`src/rtl/imem_loader_pkg.sv`:
```
`default_nettype none
// ============================================================================
//  Module      : imem_loader_pkg
//  Description : Shared types and constants for the instruction-memory boot
//                loader (state encoding, default depth, word geometry).
//  Revision    : 1.0 - initial release
// ============================================================================
package imem_loader_pkg;

   // Default instruction memory size in 32-bit words; also the largest image.
   localparam int DEPTH_DEFAULT = 64;

   // Bytes per instruction word.
   localparam int WORD_BYTES = 4;

   // Loader sequencing states.
   typedef enum logic [2:0] {
      S_IDLE  = 3'd0,
      S_LEN0  = 3'd1,
      S_LEN1  = 3'd2,
      S_DATA  = 3'd3,
      S_WRITE = 3'd4,
      S_DONE  = 3'd5,
      S_ERR   = 3'd6
   } state_t;

endpackage
`default_nettype wire

```
`src/rtl/imem_loader_byte_assembler.sv`:
```
`default_nettype none
// ============================================================================
//  Module      : byte_assembler
//  Description : Collects bytes into a little-endian 32-bit word. The first
//                byte of a word lands in bits [7:0]. Only the three pending
//                bytes are stored; the completing byte is merged on the fly so
//                the full word is available in the same cycle it is accepted.
//  Revision    : 1.0 - initial release
// ============================================================================
module byte_assembler
   import imem_loader_pkg::*;
(
   input  logic        clk,
   input  logic        reset_n,
   input  logic        i_clear,
   input  logic        i_en,
   input  logic [7:0]  i_byte,
   output logic [31:0] o_word_next,
   output logic        o_word_full
);

   localparam int CNT_W  = $clog2(WORD_BYTES);
   localparam int PEND_W = (WORD_BYTES - 1) * 8;

   logic [CNT_W-1:0]  r_cnt;
   logic [PEND_W-1:0] r_pend;

   // Word as it stands once the incoming byte is included (valid on 4th byte).
   assign o_word_next = {i_byte, r_pend};
   assign o_word_full = i_en && (r_cnt == CNT_W'(WORD_BYTES - 1));

   // Byte position counter and pending-byte shift register.
   always_ff @(posedge clk or negedge reset_n) begin
      if (!reset_n) begin
         r_cnt  <= '0;
         r_pend <= '0;
      end else if (i_clear) begin
         r_cnt  <= '0;
         r_pend <= '0;
      end else if (i_en) begin
         r_cnt  <= r_cnt + CNT_W'(1);
         r_pend <= {i_byte, r_pend[PEND_W-1:8]};
      end
   end

endmodule
`default_nettype wire

```
`src/rtl/imem_loader.sv`:
```
`default_nettype none
// ============================================================================
//  Module      : imem_loader
//  Description : Boot-time instruction memory writer. Receives a 2-byte
//                little-endian length header followed by instruction words
//                over valid/ready, writes each word to the instruction RAM and
//                holds the core in reset until the image is complete.
//  Revision    : 1.0 - initial release
// ============================================================================
module imem_loader
   import imem_loader_pkg::*;
#(
   parameter int DEPTH = DEPTH_DEFAULT,
   parameter int LEN_W = 16
)(
   input  logic        clk,
   input  logic        reset_n,
   input  logic        start,
   input  logic        in_valid,
   input  logic [7:0]  in_data,
   output logic        in_ready,
   output logic        we,
   output logic [31:0] wa,
   output logic [31:0] wd,
   output logic        cpu_hold,
   output logic        done,
   output logic        err
);

   state_t            r_state;
   logic [LEN_W-1:0]  r_len;
   logic [LEN_W-1:0]  r_word_idx;
   logic              r_we;
   logic [31:0]       r_wa;
   logic [31:0]       r_wd;
   logic              r_cpu_hold;
   logic              r_done;
   logic              r_err;

   logic              w_xfer;
   logic              w_asm_en;
   logic              w_asm_clear;
   logic [31:0]       w_word_next;
   logic              w_word_full;
   logic [LEN_W-1:0]  w_len_full;
   logic [LEN_W-1:0]  w_idx_inc;

   // Ready depends on state alone so the source never sees a valid->ready loop.
   assign in_ready    = (r_state == S_LEN0) || (r_state == S_LEN1) || (r_state == S_DATA);
   assign w_xfer      = in_valid && in_ready;
   assign w_asm_en    = w_xfer && (r_state == S_DATA);
   // Outside DATA the assembler is kept empty so every word starts at byte 0.
   assign w_asm_clear = (r_state != S_DATA);
   assign w_len_full  = LEN_W'({in_data, r_len[7:0]});
   assign w_idx_inc   = r_word_idx + LEN_W'(1);

   assign we       = r_we;
   assign wa       = r_wa;
   assign wd       = r_wd;
   assign cpu_hold = r_cpu_hold;
   assign done     = r_done;
   assign err      = r_err;

   byte_assembler u_asm (
      .clk         (clk),
      .reset_n     (reset_n),
      .i_clear     (w_asm_clear),
      .i_en        (w_asm_en),
      .i_byte      (in_data),
      .o_word_next (w_word_next),
      .o_word_full (w_word_full)
   );

   // Load sequencer with registered write port and status outputs.
   always_ff @(posedge clk or negedge reset_n) begin
      if (!reset_n) begin
         r_state    <= S_IDLE;
         r_len      <= '0;
         r_word_idx <= '0;
         r_we       <= 1'b0;
         r_wa       <= '0;
         r_wd       <= '0;
         r_cpu_hold <= 1'b1;
         r_done     <= 1'b0;
         r_err      <= 1'b0;
      end else begin
         r_we <= 1'b0;
         unique case (r_state)
            S_IDLE: begin
               if (start) r_state <= S_LEN0;
            end
            S_LEN0: begin
               if (w_xfer) begin
                  r_len   <= LEN_W'(in_data);
                  r_state <= S_LEN1;
               end
            end
            S_LEN1: begin
               if (w_xfer) begin
                  r_len      <= w_len_full;
                  r_word_idx <= '0;
                  if (w_len_full == '0) begin
                     r_state    <= S_DONE;
                     r_done     <= 1'b1;
                     r_cpu_hold <= 1'b0;
                  end else if (w_len_full > LEN_W'(DEPTH)) begin
                     r_state <= S_ERR;
                     r_err   <= 1'b1;
                  end else begin
                     r_state <= S_DATA;
                  end
               end
            end
            S_DATA: begin
               // Write strobe, address and data are captured together so the
               // write port is fully registered during WRITE.
               if (w_word_full) begin
                  r_state <= S_WRITE;
                  r_we    <= 1'b1;
                  r_wa    <= 32'({r_word_idx, 2'b00});
                  r_wd    <= w_word_next;
               end
            end
            S_WRITE: begin
               r_word_idx <= w_idx_inc;
               if (w_idx_inc == r_len) begin
                  r_state    <= S_DONE;
                  r_done     <= 1'b1;
                  r_cpu_hold <= 1'b0;
               end else begin
                  r_state <= S_DATA;
               end
            end
            S_DONE, S_ERR: begin
               if (start) begin
                  r_state    <= S_LEN0;
                  r_done     <= 1'b0;
                  r_err      <= 1'b0;
                  r_cpu_hold <= 1'b1;
               end
            end
            default: r_state <= S_IDLE;
         endcase
      end
   end

endmodule
`default_nettype wire

```
`config.mk`:
```
export PLATFORM = sky130hd
export DESIGN_NAME = imem_loader
export DESIGN_NICKNAME = d
export VERILOG_FILES = /design/src/rtl/imem_loader_pkg.sv /design/src/rtl/imem_loader_byte_assembler.sv /design/src/rtl/imem_loader.sv
export SDC_FILE = /design/constraint.sdc
export NUM_CORES = 1
export LEC_CHECK = 0
export CAP_MARGIN = 15
export CORE_MARGIN = 8
export CORE_UTILIZATION = 47
export CTS_BUF_LIST = sky130_fd_sc_hd__clkbuf_16
export DETAILED_ROUTE_END_ITERATION = 16
export PLACE_DENSITY = 0.8
export SYNTH_ARGS = -nofsm -noshare
export SYNTH_HDL_FRONTEND = slang
export SYNTH_HIERARCHICAL = 1
export SYNTH_SLANG_ARGS = --single-unit
```
`constraint.sdc`:
```
create_clock -name clk -period 3.6 [get_ports clk]
set_input_delay 1.08 -clock clk [delete_from_list [all_inputs] [get_ports clk]]
set_output_delay 1.08 -clock clk [all_outputs]
set_load 0.02 [all_outputs]
```
==> metrics <==
outcome=complete, no violations; Internal Power=2.95 mW; Avg WL per Cell=18.1 um; global-route wire length before repair=around 21000 um; CTS sink cnt=around 110; P_sw=1.47 mW; First-pass DRT Iterations=5; Die Y=about 120 um; post-detail-place hpwl=approximately 8800 um; Max Root-Sink Buffers=2; # DRC=0; area leader, netlist=dfrtp_1; TritonCTS Buffers=17; clk_lat worst skew=between 0.4 and 0.5 ns; worst hold path class=reg2reg; Worst Setup Path Type=reg2out; Lkg Pwr=3.05 nW; Seq/Total Area, Yosys=0.513; Synth Flop Type=dfrtp_1; Max Cap Viol=0; ys async rst share=1.00; unrepaired setup endpoints after global routing=no; Post-Syn Area=5510 sq um; post-synth top area share=0.508; # diodes=0; final WL=12600 um; cts repair resizes=0; EDFF count, synth=0; Final Hold Viols=0; Syn Area/Cell=11.5 sq um; top cells by instance count after synthesis=112 x dfrtp_1, 54 x mux2_2, 50 x nor2_1, 26 x mux2i_1, 26 x o21ai_0; Final WS setup=roughly 0.52 ns; complex-gate fraction of the synthesized area=0.0990; Cells after Synth=approximately 480; GRT overflow=0; multiplexer share of the synthesized area=0.158; main combinational cell family by area after synthesis=multiplexers; max-slew violations=0; Max VDD drop=383 uV; Die W=124 um; largest net degree at the start of global routing=60; switch share=0.332; routability cong.=about 0.83; Final Power=around 4.4 mW; Worst Setup End Kind=output port; Crit Path Max Fanout=15; die area=around 15000 sq um; CP Data Arrival Time=roughly 2 ns; Setup Total Neg Slack=0 ns; Worst EP required=between 2 and 3 ns; Ys Warns=6; fmax=approximately 320 MHz; minimum clock period=roughly 3.1 ns; Vias=~3800; CTS root buf=clkbuf_16; Final Cycle Share=0.855; # H-tree levels=4; Iteration-0 DRC Markers=approximately 270; multi-input logic area=around 2400 sq um; core area=approximately 11000 sq um; count leader, synth=dfrtp_1; antenna violations before repair=0; Worst setup SP type=flop; placed cell count=roughly 660; pre-CTS setup slack=~0.3 ns; Initial Utilization=0.483; clk_skew=~0.01 ns; Simple-Gate Fraction of Synth Area=0.116; cts hold-fix bufs=0; Comb power frac=0.235; Post-Synth XOR/XNOR Area=0.0374; Rows=39; post-route ant nets=0; Seq cells post-synth=roughly 110; Via-to-Cell Ratio=approximately 5.5; vias in the first global route=a little under 4000; clock-pin slew on the worst setup and hold paths=0.06 ns; Layout Cells excl Fill=~700; I/O Buffers=64; I/O Pins=81; area growth from synthesis to layout=22.7%; Filler Cell Count=approximately 900; part of the power in registers=0.380; post-synthesis adder-cell area fraction=0.00635; setup violators final=0; Netlist cell types=64; Max-slew headroom=0.398; largest cells by area after synthesis=dfrtp_1 51%, mux2_2 11%, mux2i_1 4.7%, buf_4 3.4%, nor2_1 3.4%; final net count=around 550; Finished Cell Area=about 6800 sq um; PwrDens=between 600 and 700 nW/um^2; Clk pwr share=0.385; Tightest Pin Transition=around 0.9 ns; DP Area=roughly 6200 sq um; CTS tree=built; post-CTS setup buffers=0; register area=between 2000 and 3000 sq um; fraction of layout cells with a size suffix above 1=0.208; all-layer global routing usage=0.166
-- final timing paths --
kind	from	endpoint	slack, ns	cells after the start
worst max-delay path	r_state[1]	in_ready	0.52	3
worst min-delay path	u_asm/r_pend[6]	wd[6]	0.49	1
worst max register to register	r_word_idx[0]	done	0.69	7
worst min register to register	u_asm/r_pend[6]	wd[6]	0.49	1
max in group asynchronous	reset_n	wd[3]	2.01	2
min in group asynchronous	reset_n	wa[7]	0.74	1
-- cell usage in the layout, fill, tap and decap left out, types with 7 or more instances in the layout --
| master | n |
|---|---|
| a22o_1 | 10 |
| a21oi_1 | 8 |
| clkbuf_16 | 17 |
| inv_1 | 10 |
| mux2i_1 | 26 |
| buf_4 | 15 |
| dfrtp_1 | 112 |
| conb_1 | 16 |
| nor2_1 | 50 |
| mux2_2 | 54 |
| xnor2_1 | 15 |
| clkdlybuf4s50_1 | 63 |
| o21ai_0 | 26 |
| nand2_1 | 20 |
| o31ai_1 | 7 |
| inv_6 | 7 |
-- area by class of cell --
| class | count | share of cell area |
|---|---|---|
| clock buffers | 17 | 0.0629 |
| clock inverters | 15 | 0.0251 |
| inverters | 10 | 0.00555 |
| well taps | 143 | 0.0264 |
| flip-flops and latches | 113 | 0.418 |
| multi-input cells | 319 | 0.349 |
| repair buffers | 79 | 0.113 |
-- power by group through the flow --
stage,Sequential [mW],Clock [mW],Combinational (mW)
floorplan,1.58,0,0.875
global placement,1.68,0,1.00
detailed placement,1.69,0,1.03
CTS,1.67,1.72,1.04
global route,1.71,1.79,1.14
finish,1.68,1.70,1.04
-- worst max-delay path, cell delays in order (launching register included) --
cell	delay (ns)
dfrtp_1	0.65
nor2_1	0.18
nor2_1	0.14
clkdlybuf4s50_1	0.62
-- registers in the layout (all words and copies together), names as in the netlist --
signal and count:
cpu_hold 1, done 1, err 1, r_len 16, r_state 3, r_word_idx 16
u_asm/r_cnt 2, u_asm/r_pend 24, wa 16, wd 32, we 1
-- logic make-up (layout without fill, tap and decap cells) --
family | after synthesis | in the layout
adders and majority gates | 3 | 3
buffers and inverters | 61 | 121
other | 1 | 16
and+or+nand+nor | 120 | 120
DFF | 113 | 113
muxes | 80 | 80
AOI/OAI and AO/OA | 78 | 78
xor gates and xnor gates | 22 | 22
-- per-stage QoR --
stage | util | hold WS (ns)
final | 0.593 | 0.495
after global routing | 0.593 | 0.512
after CTS | 0.593 | 0.502
after detailed placement | 0.540 | 0.485
after global placement | 0.540 | 0.476
after floorplan | - | 0.480
-- layer usage --
| layer | track usage | vias to the layer above | share of wire |
|---|---|---|---|
| met1 | 0.202 | 1888 | 0.43 |
| met3 | 0.0672 | 14 | 0.083 |
| met5 | 0 | - | 0 |
| met2 | 0.263 | 124 | 0.48 |
| met4 | 0.0517 | 0 | 0.0088 |
| li1 | - | 1782 | - |
Power figures use the tool's default switching activity.
